**src/rtl/flow_control_pkg.sv**
```systemverilog
// flow_control_pkg: shared constants and select-field helpers for flow_control_nport_credit
package flow_control_pkg;
  localparam int DEF_NPORT = 4;
  localparam int DEF_CREDIT_DEPTH = 4;
  localparam int DEF_STALLW = 16;
  function automatic int sel_idle(input int nport);
    return nport;
  endfunction
  function automatic int sel_field(input logic [31:0] bus, input int selw, input int idx);
    return int'((bus >> (idx * selw)) & ((32'd1 << selw) - 32'd1));
  endfunction
endpackage

```
**src/rtl/credit_counter.sv**
```systemverilog
// credit_counter: free-slot counter for one downstream FIFO, saturating at CREDIT_DEPTH
module credit_counter
  import flow_control_pkg::*;
#(
  parameter int CREDIT_DEPTH = DEF_CREDIT_DEPTH,
  parameter int CW = $clog2(CREDIT_DEPTH + 1)
) (
  input  logic          clk,
  input  logic          rst,
  input  logic          dec,
  input  logic          inc,
  output logic [CW-1:0] cnt,
  output logic          nonzero,
  output logic          ovf_pulse
);
  localparam logic [CW-1:0] MAX = CW'(CREDIT_DEPTH);
  logic [CW-1:0] cnt_q, cnt_d;
  always_comb begin
    ovf_pulse = inc && !dec && cnt_q == MAX;
    cnt_d = (dec && !inc && cnt_q != '0) ? cnt_q - CW'(1)
          : (inc && !dec && cnt_q != MAX) ? cnt_q + CW'(1) : cnt_q;
  end
  always_ff @(posedge clk or posedge rst)
    if (rst) cnt_q <= MAX;
    else cnt_q <= cnt_d;
  assign cnt = cnt_q;
  assign nonzero = |cnt_q;
endmodule

```
**src/rtl/flow_control_nport_credit.sv**
```systemverilog
// flow_control_nport_credit: N-port credit-based send/enable generation; optional stall counters under FLOW_CTRL_STALL_CNT_EN
module flow_control_nport_credit
  import flow_control_pkg::*;
#(
  parameter int NPORT = DEF_NPORT,
  parameter int CREDIT_DEPTH = DEF_CREDIT_DEPTH,
  parameter int SELW = $clog2(NPORT + 1),
  parameter int CW = $clog2(CREDIT_DEPTH + 1),
  parameter int STALLW = DEF_STALLW
) (
  input  logic                    clk,
  input  logic                    rst,
  input  logic [NPORT*SELW-1:0]   out_sw,
  input  logic [NPORT-1:0]        valid,
  input  logic [NPORT-1:0]        empty,
  input  logic [NPORT-1:0]        credit_ret,
  output logic [NPORT-1:0]        en,
  output logic [NPORT-1:0]        en_fifo,
  output logic [NPORT-1:0]        send,
  output logic [NPORT*CW-1:0]     credit_cnt,
  output logic                    err_cfg,
  output logic                    err_ovf,
  output logic [NPORT*STALLW-1:0] stall_cnt
);
  localparam int IDLE = sel_idle(NPORT);
  logic [SELW-1:0] sel [NPORT];
  logic [NPORT-1:0] nonzero, ovf, taken;
  logic dup, err_cfg_q, err_cfg_d, err_ovf_q, err_ovf_d;
  for (genvar g = 0; g < NPORT; g++) begin : g_port
    assign sel[g] = SELW'(sel_field(32'(out_sw), SELW, g));
    credit_counter #(.CREDIT_DEPTH(CREDIT_DEPTH), .CW(CW)) u_cc (
      .clk(clk), .rst(rst), .dec(send[g]), .inc(credit_ret[g]),
      .cnt(credit_cnt[g*CW +: CW]), .nonzero(nonzero[g]), .ovf_pulse(ovf[g])
    );
  end
  // first output claiming a valid input wins it; later claimants are flagged as duplicates
  always_comb begin
    send = '0;
    en = ~valid;
    taken = '0;
    dup = 1'b0;
    for (int o = 0; o < NPORT; o++)
      for (int i = 0; i < NPORT; i++)
        if (sel[o] != SELW'(IDLE) && sel[o] == SELW'(i) && valid[i]) begin
          dup = dup | taken[i];
          send[o] = !taken[i] && nonzero[o];
          en[i] = en[i] | (!taken[i] && nonzero[o]);
          taken[i] = 1'b1;
        end
    err_cfg_d = err_cfg_q | dup;
    err_ovf_d = err_ovf_q | (|ovf);
  end
  assign en_fifo = en & ~empty;
  always_ff @(posedge clk or posedge rst)
    if (rst) begin
      err_cfg_q <= 1'b0;
      err_ovf_q <= 1'b0;
    end else begin
      err_cfg_q <= err_cfg_d;
      err_ovf_q <= err_ovf_d;
    end
  assign err_cfg = err_cfg_q;
  assign err_ovf = err_ovf_q;
`ifdef FLOW_CTRL_STALL_CNT_EN
  logic [NPORT*STALLW-1:0] stall_q, stall_d;
  always_comb begin
    stall_d = stall_q;
    for (int i = 0; i < NPORT; i++)
      stall_d[i*STALLW +: STALLW] = (valid[i] && !en[i] && stall_q[i*STALLW +: STALLW] != '1)
        ? stall_q[i*STALLW +: STALLW] + STALLW'(1) : stall_q[i*STALLW +: STALLW];
  end
  always_ff @(posedge clk or posedge rst)
    if (rst) stall_q <= '0;
    else stall_q <= stall_d;
  assign stall_cnt = stall_q;
`else
  assign stall_cnt = '0;
`endif
endmodule

```
**config.mk**
```make
export PLATFORM = sky130hd
export DESIGN_NAME = flow_control_nport_credit
export DESIGN_NICKNAME = d
export VERILOG_FILES = /design/src/rtl/flow_control_pkg.sv /design/src/rtl/credit_counter.sv /design/src/rtl/flow_control_nport_credit.sv
export SDC_FILE = /design/constraint.sdc
export NUM_CORES = 1
export LEC_CHECK = 0
export CORE_ASPECT_RATIO = 1.25
export CORE_MARGIN = 2
export CORE_UTILIZATION = 40
export CTS_CLUSTER_SIZE = 24
export DETAILED_ROUTE_END_ITERATION = 10
export PLACE_DENSITY = 0.88
export REMOVE_ABC_BUFFERS = 1
export SYNTH_ARGS = -nofsm -noshare
export SYNTH_HDL_FRONTEND = slang
export SYNTH_SLANG_ARGS = --single-unit
export TNS_END_PERCENT = 20
```
**constraint.sdc**
```tcl
create_clock -name clk -period 3.6 [get_ports clk]
set_input_delay 0.54 -clock clk [delete_from_list [all_inputs] [get_ports clk]]
set_output_delay 0.54 -clock clk [all_outputs]
set_load 0.01 [all_outputs]
```
* Word-level counts from Yosys, hierarchy flattened
Cells that the tools add are included.
Storage, ports and cells: flip-flop bits (word level) 14, bits of input ports 26, bits in writable memories 0, latch bits 0, memories kept 0, ROM bits 0, output and inout bits 90
Operators by class: muxes and demuxes 64, multipliers 0, divide/modulo/power cells 0, reduce and logical (&&, ||, !) cells 101, equal/unequal tests 24, shift-type cells 0, $add $sub $neg 8, bitwise operators 32, magnitude comparators 0
Operators by type and width (number):
- 1-bit logical AND | 64
- 1-bit two-way mux | 56
- 1-bit OR | 29
- 3-bit by 2-bit == test with 1-bit output (second input constant) | 8
- 3-bit two-way mux | 8
- 3-bit inequality test (second input constant) | 8
- 1-bit zero test | 20
- 3-bit by 1-bit adder with 3-bit output (second input constant) | 4
- 3-bit by 1-bit == test with 1-bit output (second input constant) | 4
- 3-bit == test (second input constant) | 4
- 3-bit zero test | 4
- 3-bit nonzero test | 4
- 3-bit OR reduction | 4
- 3-bit by 1-bit subtractor with 3-bit output (second input constant) | 4
- 4-bit inverter | 2
- 2-bit nonzero test | 4
- 4-bit AND | 1
- 4-bit OR reduction | 1

* Longest topological paths before layout
Gate-level depths: netlist (run 1).
depth in word-level cells 28, gate-level depth with buffers 11, depth with buffers taken out 10

* Modules after synthesis
A second synthesis (run 1) with hierarchy kept.
Second synthesis, totals: cell total of the unflattened synthesis 268, area total of the unflattened synthesis 2200.9 µm²
By module, submodules not included:
- flow_control_nport_credit | area an instance 1174.9 µm², cells each 152, times used 1, seq. area each 50.0 µm²
- credit_counter | area an instance 256.5 µm², cells each 29, times used 4, seq. area each 76.3 µm²

* Worst setup path after synthesis (run 1)
No wires, ideal clock.
path type input -> register, start point in out_sw[7], end point reg g_port[2].u_cc.cnt_q[2], path buffers 0, stages 8, required time 3.506 ns, library setup time 0.094 ns, slack 0.483 ns, arrival 3.024 ns, cell sequence nor4b_2 > or4b_1 > o2111a_4 > or3_2 > fa_1 > and2b_1 > o21ai_0 > mux4_2
Between the ends: cells in the longest elaborated chain, start to end 11, elaborated cells on any way between the ends 24, classes of those cells eq/ne: 4; mux: 5; reduce/logical: 15
RTL lines:
- start, declared | RTL line flow_control_nport_credit.sv:13 | input logic [NPORT*SELW-1:0] out_sw,
- 3-bit inequality test or 3-bit zero test (tied branches) | RTL line flow_control_nport_credit.sv:44 | if (sel[o] != SELW'(IDLE) && sel[o] == SELW'(i) && valid[i]) begin
- 1-bit logical AND (2 in series) | RTL line flow_control_nport_credit.sv:44
- 1-bit two-way mux (3 in series) | RTL line flow_control_nport_credit.sv:44
- 1-bit two-way mux (*) | RTL line flow_control_nport_credit.sv:44
- 1-bit zero test | RTL line credit_counter.sv:21 | : (inc && !dec && cnt_q != MAX) ? cnt_q + CW'(1) : cnt_q;
- 1-bit logical AND (2 in series) | RTL line credit_counter.sv:21
- 2-bit nonzero test (no source line)
- end signal, assigned | RTL line credit_counter.sv:25 | else cnt_q <= cnt_d;
- end, declared | RTL line credit_counter.sv:17 | logic [CW-1:0] cnt_q, cnt_d;
Every way passes the cells marked *; elsewhere a longest branch is shown, timed or not. A chain may end at the register's enable or synchronous reset.

* Worst setup path in the final report (run 1)
start point in valid[2], end point out en_fifo[2]
Between the ends: cells in the longest elaborated chain, start to end 11, elaborated cells on any way between the ends 23, classes of those cells mux: 7; bitwise: 6; reduce/logical: 10
RTL lines:
- start, declared | RTL line flow_control_nport_credit.sv:14 | input logic [NPORT-1:0] valid,
- 1-bit logical AND | RTL line flow_control_nport_credit.sv:44
- 1-bit two-way mux | RTL line flow_control_nport_credit.sv:44
- 1-bit zero test | RTL line flow_control_nport_credit.sv:47 | en[i] = en[i] | (!taken[i] && nonzero[o]);
- 1-bit logical AND | RTL line flow_control_nport_credit.sv:47
- 1-bit OR | RTL line flow_control_nport_credit.sv:47
- 1-bit two-way mux | RTL line flow_control_nport_credit.sv:44
- 1-bit OR | RTL line flow_control_nport_credit.sv:47
- 1-bit two-way mux | RTL line flow_control_nport_credit.sv:44
- 1-bit OR | RTL line flow_control_nport_credit.sv:47
- 1-bit two-way mux (*) | RTL line flow_control_nport_credit.sv:44
- 4-bit AND (*) | RTL line flow_control_nport_credit.sv:53 | assign en_fifo = en & ~empty;
- end, declared | RTL line flow_control_nport_credit.sv:18 | output logic [NPORT-1:0] en_fifo,
Marks and branches as above.

==> results of run 1 <==
stage by stage:
| step | setup TNS [ns] | instances | hold WS [ns] | util [%] |
|---|---|---|---|---|
| 2_1_floorplan | 0 | 239 | 0.4264 | - |
| 3_3_place_gp | 0 | 367 | 0.5337 | 49.61 |
| 3_5_place_dp | -0.1066 | 367 | 0.5344 | 49.61 |
| 4_1_cts | 0 | 371 | 0.5493 | 50.69 |
| 5_1_grt | 0 | 371 | 0.5658 | 50.86 |
| 6_report | 0 | 371 | 0.5456 | 50.86 |
cells by family after synthesis:
| logic type | count (synthesis) | synth area share [%] |
|---|---|---|
| muxes | 8 | 6.158 |
| AOI/OAI and AO/OA | 41 | 14.15 |
| adders and majority gates | 7 | 5.210 |
| buffers and inverters | 86 | 27.77 |
| xor gates and xnor gates | 8 | 3.671 |
| other | 1 | 0.1774 |
| DFF | 14 | 16.81 |
| and+or+nand+nor | 82 | 26.05 |
routing by layer:
metal / wire length, um / up-vias / GRT usage [%] / share of wire (%)
li1: - / 871 / - / -
met1: 1789 / 869 / 16.99 / 37
met2: 2582 / 100 / 31.03 / 53
met3: 322 / 11 / 1.544 / 6.7
met4: 142 / 0 / 7.843 / 2.9
met5: 0 / - / 0 / 0
cell type report:
class / count / area [um^2] / area share [%]
clock buffer: 4 / 55.05 / 2.131
inverter: 15 / 56.30 / 2.179
multi-input combinational: 210 / 1416 / 54.82
sequential: 14 / 355.3 / 13.75
tap: 62 / 77.57 / 3.002
timing repair buffer: 66 / 623.1 / 24.12
worst paths after layout:
kind	startpoint	endpoint	slack, ns	cells after the start
worst max-delay path	valid[2]	en_fifo[2]	0.16	7
worst min-delay path	err_cfg$_DFF_PP0_	err_cfg$_DFF_PP0_	0.55	2
min in group asynchronous	rst	g_port[0].u_cc.cnt[0]$_DFFE_PP0P_	0.64	2
worst max register to register	g_port[2].u_cc.cnt[2]$_DFFE_PP1P_	g_port[2].u_cc.cnt[2]$_DFFE_PP1P_	0.55	8
worst min register to register	err_cfg$_DFF_PP0_	err_cfg$_DFF_PP0_	0.55	2
max in group asynchronous	rst	g_port[2].u_cc.cnt[2]$_DFFE_PP1P_	2.59	2
state kept, by name (all words and copies together), names as in the netlist:
name             cells
err_ovf              1
err_cfg              1
g_port.u_cc.cnt     12
power groups by stage:
| stage | clock network, mW | logic (mW) | registers (mW) |
|---|---|---|---|
| 2_1_floorplan | 0 | 0.417 | 0.359 |
| 3_3_place_gp | 0 | 0.717 | 0.346 |
| 3_5_place_dp | 0 | 0.752 | 0.348 |
| 4_1_cts | 0.158 | 0.751 | 0.349 |
| 5_1_grt | 0.163 | 0.828 | 0.366 |
| 6_report | 0.157 | 0.750 | 0.350 |
tightest hold or removal path: stages (launching register included):
cell and delay, ns:
dfrtp_1 0.37, nor3_1 0.06, nand4_1 0.07
cells in the final DEF, fill, tap and decap left out, drive strengths merged, types with 2 or more instances in the layout:
cell type / n
mux4: 4
nor3b: 2
nand3b: 3
and2b: 2
mux2i: 4
nand4: 6
nand2b: 4
fa: 4
a22oi: 3
o2111a: 2
nor2b: 7
conb: 64
maj3: 3
nor2: 17
dfstp: 4
o21ai: 11
buf: 15
clkbuf: 4
inv: 15
nand2: 10
a31oi: 2
a21oi: 8
xnor2: 3
nor3: 3
nor4b: 5
xor2: 5
clkdlybuf4s50: 51
dfrtp: 10
nand3: 5
and4b: 2
or3: 2
nand4bb: 4
nand4b: 2
a2111o: 3
repair_timing:
item,CTS,global route
setup endpoints to repair,0,1
gates resized for setup,0,1
hold buffers,0,0
endpoints found under the hold margin,0,0
==> qor.csv, run 1 <==
stage,metric,value,unit
pwr,Cell Int Power,717.7,uW
floorplanning,width of the die,69.01,um
pwr,Leak,1.135,nW
pwr,Combinational Power Share,59.7,%
sta,RSZ-0062 raised after global routing,no,
global_routing,Overflow after GRT,0,
clock_network,Longest Clk Path Bufs,2,
clock_network,Clock Sinks,14,
synthesis,Yosys reg bits,14,
pwr,Psw,538.7,uW
pwr,fraction of power consumed by sequential logic,27.9,%
global_routing,via count of the first global-routing pass,1762,
global_routing,largest net degree at the start of global routing,15,
routing,vias per cell,4.989,
synthesis,synth warn,0,
worst_setup_path,worst path arrival time,2.90,ns
routing,routed wire length,4837,um
worst_setup_path,slowest CP cell,clkdlybuf4s50_1,
synthesis,sequential share of the synthesized area,16.81,%
worst_setup_path,Worst Path Buf+Inv,2,
worst_setup_path,CP max stage delay,0.59,ns
pwr,Sw Share,42.88,%
synthesis,Post-synth top cells,"68 x buf_4, 17 x nor2_1, 15 x inv_1",
synthesis,asr flop ratio synth,100.0,%
floorplanning,I/O pin cnt,116,
min_path,Worst Hold Class,reg -> reg,
global_routing,first-pass GRT wire length,7783,um
sta,f_max,290.7,MHz
synthesis,ranking of synthesized cells by area,"buf_4 24%, dfrtp_1 12%, dfstp_2 5.0%",
worst_setup_path,family with the most delay on the worst path,buffers and inverters,
synthesis,"Avg Cell Area, Syn",8.556,um^2
sta,"Hold Violations, Final",0,
finish,diode count,0,
synthesis,cell taking the most area after synthesis,buf_4,
sta,worst slew pin tran,0.6074,ns
floorplanning,Die ar.,5884,um^2
worst_setup_path,Crit Path Max Fanout,4,
routing,WL per Instance,13.04,um
routing,drt first-iter violations,53,
worst_setup_path,"Top cell by count, worst path",clkdlybuf4s50_1,
clock_network,H-tree depth,1,
clock_network,Root Buffer,clkbuf_8,
routing,Vias,1851,
job,max_cap viols,0,
worst_setup_path,CP Class,in -> out,
sta,Slew headroom,59.20,%
worst_setup_path,"Req. time, crit path",3.06,ns
placed_design,Final HPWL DP,4071,um
pwr,worst vdd ir,0.1684,mV
sta,Finish-stage setup viols,0,
placed_design,placed cell areas,2520,um^2
synthesis,"Cell Area, Synth",2113,um^2
synthesis,number of synthesized flops with an enable pin,0,
sta,Tcrit/Tclk final,95.55,%
pwr,Clock power frac,12.5,%
floorplanning,Placeable Area,5080,um^2
worst_setup_path,CP endpoint kind,primary output,
routing,first drt pass iteration count,5,
synthesis,top-count cell post-synth,buf_4,
placed_design,gpl congestion,0.9467,
finish,fin nets,340,
synthesis,unique cell type count in the Yosys netlist,64,
clock_network,CTS tree,done,
pwr,Cell Pwr Density,486.3,nW/um^2
run_status,status,finished clean,
global_routing,initial antenna violation count,0,
sta,Worst Clk Skew,0.003015,ns
pwr,"Power, Total",1.256,mW
floorplanning,initial core utilization,41.60,%
placed_design,port bufs,51,
sta,Max Slew Vio Count,0,
finish,fin area,2584,um^2
routing,# DRC,0,
finish,filler cell count,488,
worst_setup_path,type of origin of the critical path,primary input,
floorplanning,row count,29,
clock_network,clock transition at the registers of the reported paths,0.06,ns
worst_setup_path,crit-path cells,"clkdlybuf4s50_1, nor4bb_1, nand3_1, a311oi_1, nand3b_1, nor2b_1, clkdlybuf4s50_1",
synthesis,main flop type after synthesis,dfrtp_1,
clock_network,cts bufs inserted,3,
synthesis,top-area cell type share of the netlist area,24.16,%
floorplanning,DIE HEIGHT,85.27,um
clock_network,Post-CTS Setup Bufs,0,
global_routing,all-layer global routing usage,15.98,%
placed_design,"worst slack, placed",-0.1066,ns
sta,Final Worst Setup Slack,0.1604,ns
clock_network,clk_lat worst skew,0.25,ns
synthesis,Cells after Synth,247,
finish,layout cells sized above 1,13.59,%
finish,Area Overhead vs Synth,22.26,%
sta,"Min Clock Period, post-route",3.440,ns
routing,ANT nets after route,0,
Note: power is estimated with default switching activity, not from simulation.
==> run 2, diff against run 1 <==
--- a/config.mk
+++ b/config.mk
@@ -5,6 +5,7 @@
 export SDC_FILE = /design/constraint.sdc
 export NUM_CORES = 1
 export LEC_CHECK = 0
+export CAP_MARGIN = 20
 export CORE_ASPECT_RATIO = 1.25
 export CORE_MARGIN = 2
 export CORE_UTILIZATION = 40
@@ -12,6 +13,7 @@
 export DETAILED_ROUTE_END_ITERATION = 10
 export PLACE_DENSITY = 0.88
 export REMOVE_ABC_BUFFERS = 1
+export SETUP_SLACK_MARGIN = 0.05
 export SYNTH_ARGS = -nofsm -noshare
 export SYNTH_HDL_FRONTEND = slang
 export SYNTH_SLANG_ARGS = --single-unit
==> run 2 against run 1 <==
Sequential cell count is the same. Non-clock buffer count did not move. Clock power about the same. Fmax about the same. Sequential share of layout area about the same. Setup slack better by 0.0021 ns. Cell area is 0.34% higher. Global-route usage unchanged. Cell count unchanged. Utilization increased by 0.17 points. Count of clock-buffer cells in the layout unchanged. Sequential power about the same. Largest cell class unchanged. Highest routed layer unchanged.
==> qor.csv, run 2 (synthesized netlist as in run 1, its figures left out) <==
stage,metric,value,unit
run_status,status,finished clean,
pwr,worst vdd ir,0.1684,mV
sta,Slew headroom,61.51,%
clock_network,Root Buffer,clkbuf_8,
clock_network,H-tree depth,1,
placed_design,port bufs,51,
routing,drt first-iter violations,63,
routing,WL per Instance,12.97,um
worst_setup_path,crit-path cells,"clkdlybuf4s50_1, nor4bb_1, nand3_1, a311oi_1, nand3b_1, nor2b_1, clkdlybuf4s50_1",
worst_setup_path,CP Class,in -> out,
pwr,"Power, Total",1.256,mW
global_routing,initial antenna violation count,0,
worst_setup_path,Worst Path Buf+Inv,2,
routing,vias per cell,5.016,
floorplanning,width of the die,69.01,um
worst_setup_path,CP endpoint kind,primary output,
routing,first drt pass iteration count,5,
worst_setup_path,slowest CP cell,clkdlybuf4s50_1,
global_routing,via count of the first global-routing pass,1762,
worst_setup_path,CP max stage delay,0.59,ns
clock_network,CTS tree,done,
floorplanning,DIE HEIGHT,85.27,um
placed_design,Placed Cells,367,
placed_design,Final HPWL DP,4071,um
floorplanning,I/O pin cnt,116,
worst_setup_path,type of origin of the critical path,primary input,
min_path,Hold Crit Start,err_cfg$_DFF_PP0_,
finish,Seq. cell area,355.3,um^2
job,max_cap viols,0,
routing,ANT nets after route,0,
floorplanning,initial core utilization,41.60,%
sta,Tcrit/Tclk final,95.49,%
worst_setup_path,worst path arrival time,2.90,ns
sta,Max Slew Vio Count,0,
routing,Vias,1861,
worst_setup_path,crit path from,valid[2],
finish,Finished Layout Cells,371,
finish,max FFs per register,12,
finish,Area Overhead vs Synth,22.68,%
global_routing,all-layer global routing usage,15.98,%
sta,Fin Setup TNS,0,ns
sta,"Hold Violations, Final",0,
clock_network,clock transition at the registers of the reported paths,0.06,ns
finish,Multi-input gate area,1420,um^2
floorplanning,Die ar.,5884,um^2
finish,filler cell count,487,
pwr,Cell Pwr Density,484.3,nW/um^2
global_routing,Overflow after GRT,0,
clock_network,Post-CTS Setup Bufs,0,
worst_setup_path,Crit Path Max Fanout,4,
pwr,Leak,1.156,nW
clock_network,clk_lat worst skew,0.25,ns
finish,layout cells sized above 1,13.92,%
sta,Finish-stage setup viols,0,
finish,"most common cell after layout, fill and taps aside",conb_1,
sta,f_max,290.9,MHz
worst_setup_path,"Top cell by count, worst path",clkdlybuf4s50_1,
global_routing,largest net degree at the start of global routing,15,
sta,RSZ-0062 raised after global routing,yes,
clock_network,Clock Sinks,14,
sta,worst slew pin tran,0.5729,ns
sta,Fin Hold WS,0.5462,ns
finish,most frequent cells in the layout,"64 x conb_1, 49 x clkdlybuf4s50_1, 17 x nor2_1",
global_routing,first-pass GRT wire length,7783,um
finish,diode count,0,
finish,fin nets,340,
floorplanning,Placeable Area,5080,um^2
floorplanning,row count,29,
routing,# DRC,0,
placed_design,gpl congestion,0.9467,
placed_design,"worst slack, placed",-0.1066,ns
sta,"Min Clock Period, post-route",3.438,ns
clock_network,Longest Clk Path Bufs,2,
sta,Final Worst Setup Slack,0.1625,ns
clock_network,cts bufs inserted,3,
worst_setup_path,"Req. time, crit path",3.06,ns
worst_setup_path,family with the most delay on the worst path,buffers and inverters,
min_path,Worst Hold Class,reg -> reg,
worst_setup_path,FF-to-FF Start,g_port[2].u_cc.cnt[2]$_DFFE_PP1P_,
routing,routed wire length,4811,um
sta,Worst Clk Skew,0.002973,ns
run 2: changes by cell type in the layout (fill, tap and decap cells not counted), sizes merged:
cell and delta:
clkdlybuf4s50 -2, dlymetal6s2s +2
run 2: routing by layer:
layer	part of all wire, %	GRT usage (%)
met2	54	31.03
met4	3.0	7.843
met3	6.6	1.544
met5	0	0
met1	37	16.99
run 2: cell type report:
class | instances | share of cell area [%]
tap | 62 | 2.992
multi-input combinational | 210 | 54.78
inverter | 15 | 2.172
sequential | 14 | 13.71
clock buffer | 4 | 2.124
timing repair buffer | 66 | 24.23
run 2: what timing repair did:
action / 4_1_cts / 5_1_grt
resized for setup: 0 / 4
setup endpoints to repair: 0 / 2
hold buffers: 0 / 0
run 2: report_power, final:
group	leakage, nW	switching [mW]	total [mW]	internal, mW
sequential	0.155	0.105	0.350	0.245
clock	0.0288	0.0598	0.157	0.0970
combinational	0.972	0.373	0.749	0.375
run 2: tightest hold or removal path, delay by kind of cell, from the launching register on:
kind,cells,cell delay [ns]
simple gates,2,0.14
flops,1,0.37
run 2: through the flow:
step | util, % | cell area (um^2)
after floorplan | - | 1819
after global placement | 49.61 | 2520
after detailed placement | 49.61 | 2520
after CTS | 50.69 | 2575
after global routing | 51.03 | 2592
final | 51.03 | 2592
run 2: path summary, 6_finish.rpt:
path	depth (start not counted)	endpoint	slack, ns
worst min register to register	2	err_cfg$_DFF_PP0_	0.55
max in group asynchronous	2	g_port[2].u_cc.cnt[2]$_DFFE_PP1P_	2.59
worst max register to register	8	g_port[2].u_cc.cnt[2]$_DFFE_PP1P_	0.59
worst max-delay path	7	en_fifo[2]	0.16
min in group asynchronous	2	g_port[0].u_cc.cnt[0]$_DFFE_PP0P_	0.64
worst min-delay path	2	err_cfg$_DFF_PP0_	0.55
==> run 3, diff against run 2 <==
--- a/config.mk
+++ b/config.mk
@@ -8,10 +8,11 @@
 export CAP_MARGIN = 20
 export CORE_ASPECT_RATIO = 1.25
 export CORE_MARGIN = 2
-export CORE_UTILIZATION = 40
+export CORE_UTILIZATION = 56
 export CTS_CLUSTER_SIZE = 24
 export DETAILED_ROUTE_END_ITERATION = 10
-export PLACE_DENSITY = 0.88
+export DONT_BUFFER_PORTS = 1
+export PLACE_DENSITY = 0.77
 export REMOVE_ABC_BUFFERS = 1
 export SETUP_SLACK_MARGIN = 0.05
 export SYNTH_ARGS = -nofsm -noshare
==> run 3 against run 2 <==
The run now ends with design-rule violations left. Wire length fell by 15%. Fmax rose by 8.5%. Cell area fell by 26%. Highest routed layer unchanged. Via count fell by 13%. Hold slack got worse by 0.32 ns. Combinational power fell by 35%. Global-route usage rose by 2.7 points. First-iteration DRC count fell by 16%. Critical path depth rose by 1. Critical endpoint is now g_port[2].u_cc.cnt[2]$_DFFE_PP1P_.
==> qor.csv, run 3 (synthesized netlist as in run 1, its figures left out) <==
stage,metric,value,unit
run_status,status,"finished, violations left",
run_status,failing checks,design-rule violations,
worst_setup_path,"Req. time, crit path",3.76,ns
routing,drt first-iter violations,53,
finish,Area Overhead vs Synth,-9.000,%
routing,routed wire length,4092,um
routing,Vias,1611,
placed_design,"worst slack, placed",0.3073,ns
clock_network,clk_lat worst skew,0.24,ns
finish,most frequent cells in the layout,"64 x conb_1, 17 x nor2_1, 15 x inv_1",
pwr,Cell Pwr Density,535.3,nW/um^2
placed_design,port bufs,0,
floorplanning,I/O pin cnt,116,
finish,max FFs per register,12,
global_routing,all-layer global routing usage,18.72,%
floorplanning,Die ar.,4284,um^2
sta,worst slew pin tran,0.5487,ns
clock_network,clock transition at the registers of the reported paths,0.06,ns
worst_setup_path,slowest CP cell,dfstp_2,
worst_setup_path,family with the most delay on the worst path,simple AND/OR/NAND/NOR gates,
floorplanning,initial core utilization,59.64,%
clock_network,CTS tree,done,
job,max_cap viols,0,
floorplanning,DIE HEIGHT,72.68,um
placed_design,gpl congestion,0.8917,
global_routing,initial antenna violation count,0,
sta,Fin Setup TNS,0,ns
pwr,worst vdd ir,0.1473,mV
routing,# DRC,8,
global_routing,Overflow after GRT,0,
floorplanning,Placeable Area,3543,um^2
pwr,"Power, Total",1.029,mW
sta,Final Worst Setup Slack,0.4329,ns
worst_setup_path,CP endpoint kind,flip-flop,
min_path,Worst Hold Class,in -> async,
floorplanning,row count,24,
worst_setup_path,crit-path cells,"nor3_1, or4b_1, o2111a_4, or3_2, fa_1, and2b_1, o21ai_0, mux4_2",
sta,Tcrit/Tclk final,87.98,%
finish,layout cells sized above 1,11.11,%
routing,WL per Instance,14.51,um
sta,"Hold Violations, Final",0,
placed_design,Placed Cells,278,
clock_network,Root Buffer,clkbuf_8,
sta,Max Slew Vio Count,0,
finish,diode count,0,
pwr,Leak,0.8589,nW
clock_network,post_cts resized,0,
worst_setup_path,worst path arrival time,3.32,ns
sta,RSZ-0062 raised after global routing,no,
finish,"most common cell after layout, fill and taps aside",conb_1,
clock_network,Post-CTS Setup Bufs,0,
sta,"Min Clock Period, post-route",3.167,ns
placed_design,Final HPWL DP,3471,um
routing,ANT nets after route,0,
floorplanning,width of the die,58.95,um
finish,fin nets,274,
sta,Slew headroom,63.14,%
routing,first drt pass iteration count,7,
worst_setup_path,CP Class,reg -> reg,
finish,Finished Layout Cells,282,
worst_setup_path,Crit Path Max Fanout,5,
clock_network,cts hold-fix bufs,0,
worst_setup_path,type of origin of the critical path,flip-flop,
clock_network,Clock Sinks,14,
clock_network,Longest Clk Path Bufs,2,
worst_setup_path,Worst Path Buf+Inv,0,
routing,vias per cell,5.713,
clock_network,cts bufs inserted,3,
global_routing,first-pass GRT wire length,6375,um
sta,Worst Clk Skew,0.0009957,ns
clock_network,H-tree depth,1,
global_routing,largest net degree at the start of global routing,15,
sta,f_max,315.7,MHz
global_routing,via count of the first global-routing pass,1410,
worst_setup_path,CP max stage delay,0.61,ns
sta,Finish-stage setup viols,0,
==> run 3: metrics by stage <==
stage          hold slack, ns  cell area, um^2  util (%)
2_1_floorplan          0.4264             1819         -
3_3_place_gp           0.5035             1868     52.72
3_5_place_dp           0.4989             1868     52.72
4_1_cts                0.2387             1923     54.27
5_1_grt                0.2613             1923     54.27
6_report               0.2222             1923     54.27
==> run 3: cell type report <==
class / instances / area [um^2]
Clock buffer: 4 / 55.05
Fill cell: 324 / 1620
Inverter: 15 / 56.30
Multi-Input combinational cell: 210 / 1408
Sequential cell: 14 / 355.3
Tap cell: 39 / 48.80
==> run 3: worst paths after layout <==
kind                       slack [ns]  cells after the start                         startpoint                                 to
max in group asynchronous        3.02                      1                                rst  g_port[0].u_cc.cnt[2]$_DFFE_PP1P_
min reg2reg                      0.61                      2                  err_ovf$_DFF_PP0_                  err_ovf$_DFF_PP0_
max reg2reg                      0.43                      8  g_port[2].u_cc.cnt[2]$_DFFE_PP1P_  g_port[2].u_cc.cnt[2]$_DFFE_PP1P_
min                              0.22                      1                                rst  g_port[0].u_cc.cnt[0]$_DFFE_PP0P_
min in group clk                 0.48                      2                      credit_ret[0]                  err_ovf$_DFF_PP0_
max                              0.43                      8  g_port[2].u_cc.cnt[2]$_DFFE_PP1P_  g_port[2].u_cc.cnt[2]$_DFFE_PP1P_
==> run 3: metal layers <==
layer	vias to the layer above	wire, um	GRT usage, %
met1	753	1522	23.07
met3	10	416	2.660
li1	742	-	-
met2	106	2061	32.59
met4	0	92	7.071
met5	-	0	0
==> run 3: where the power goes <==
group / total, mW / internal (mW) / switching (mW)
registers: 0.390 / 0.246 / 0.145
clock network: 0.150 / 0.0966 / 0.0531
logic: 0.489 / 0.205 / 0.285
total: 1.03 / 0.547 / 0.482
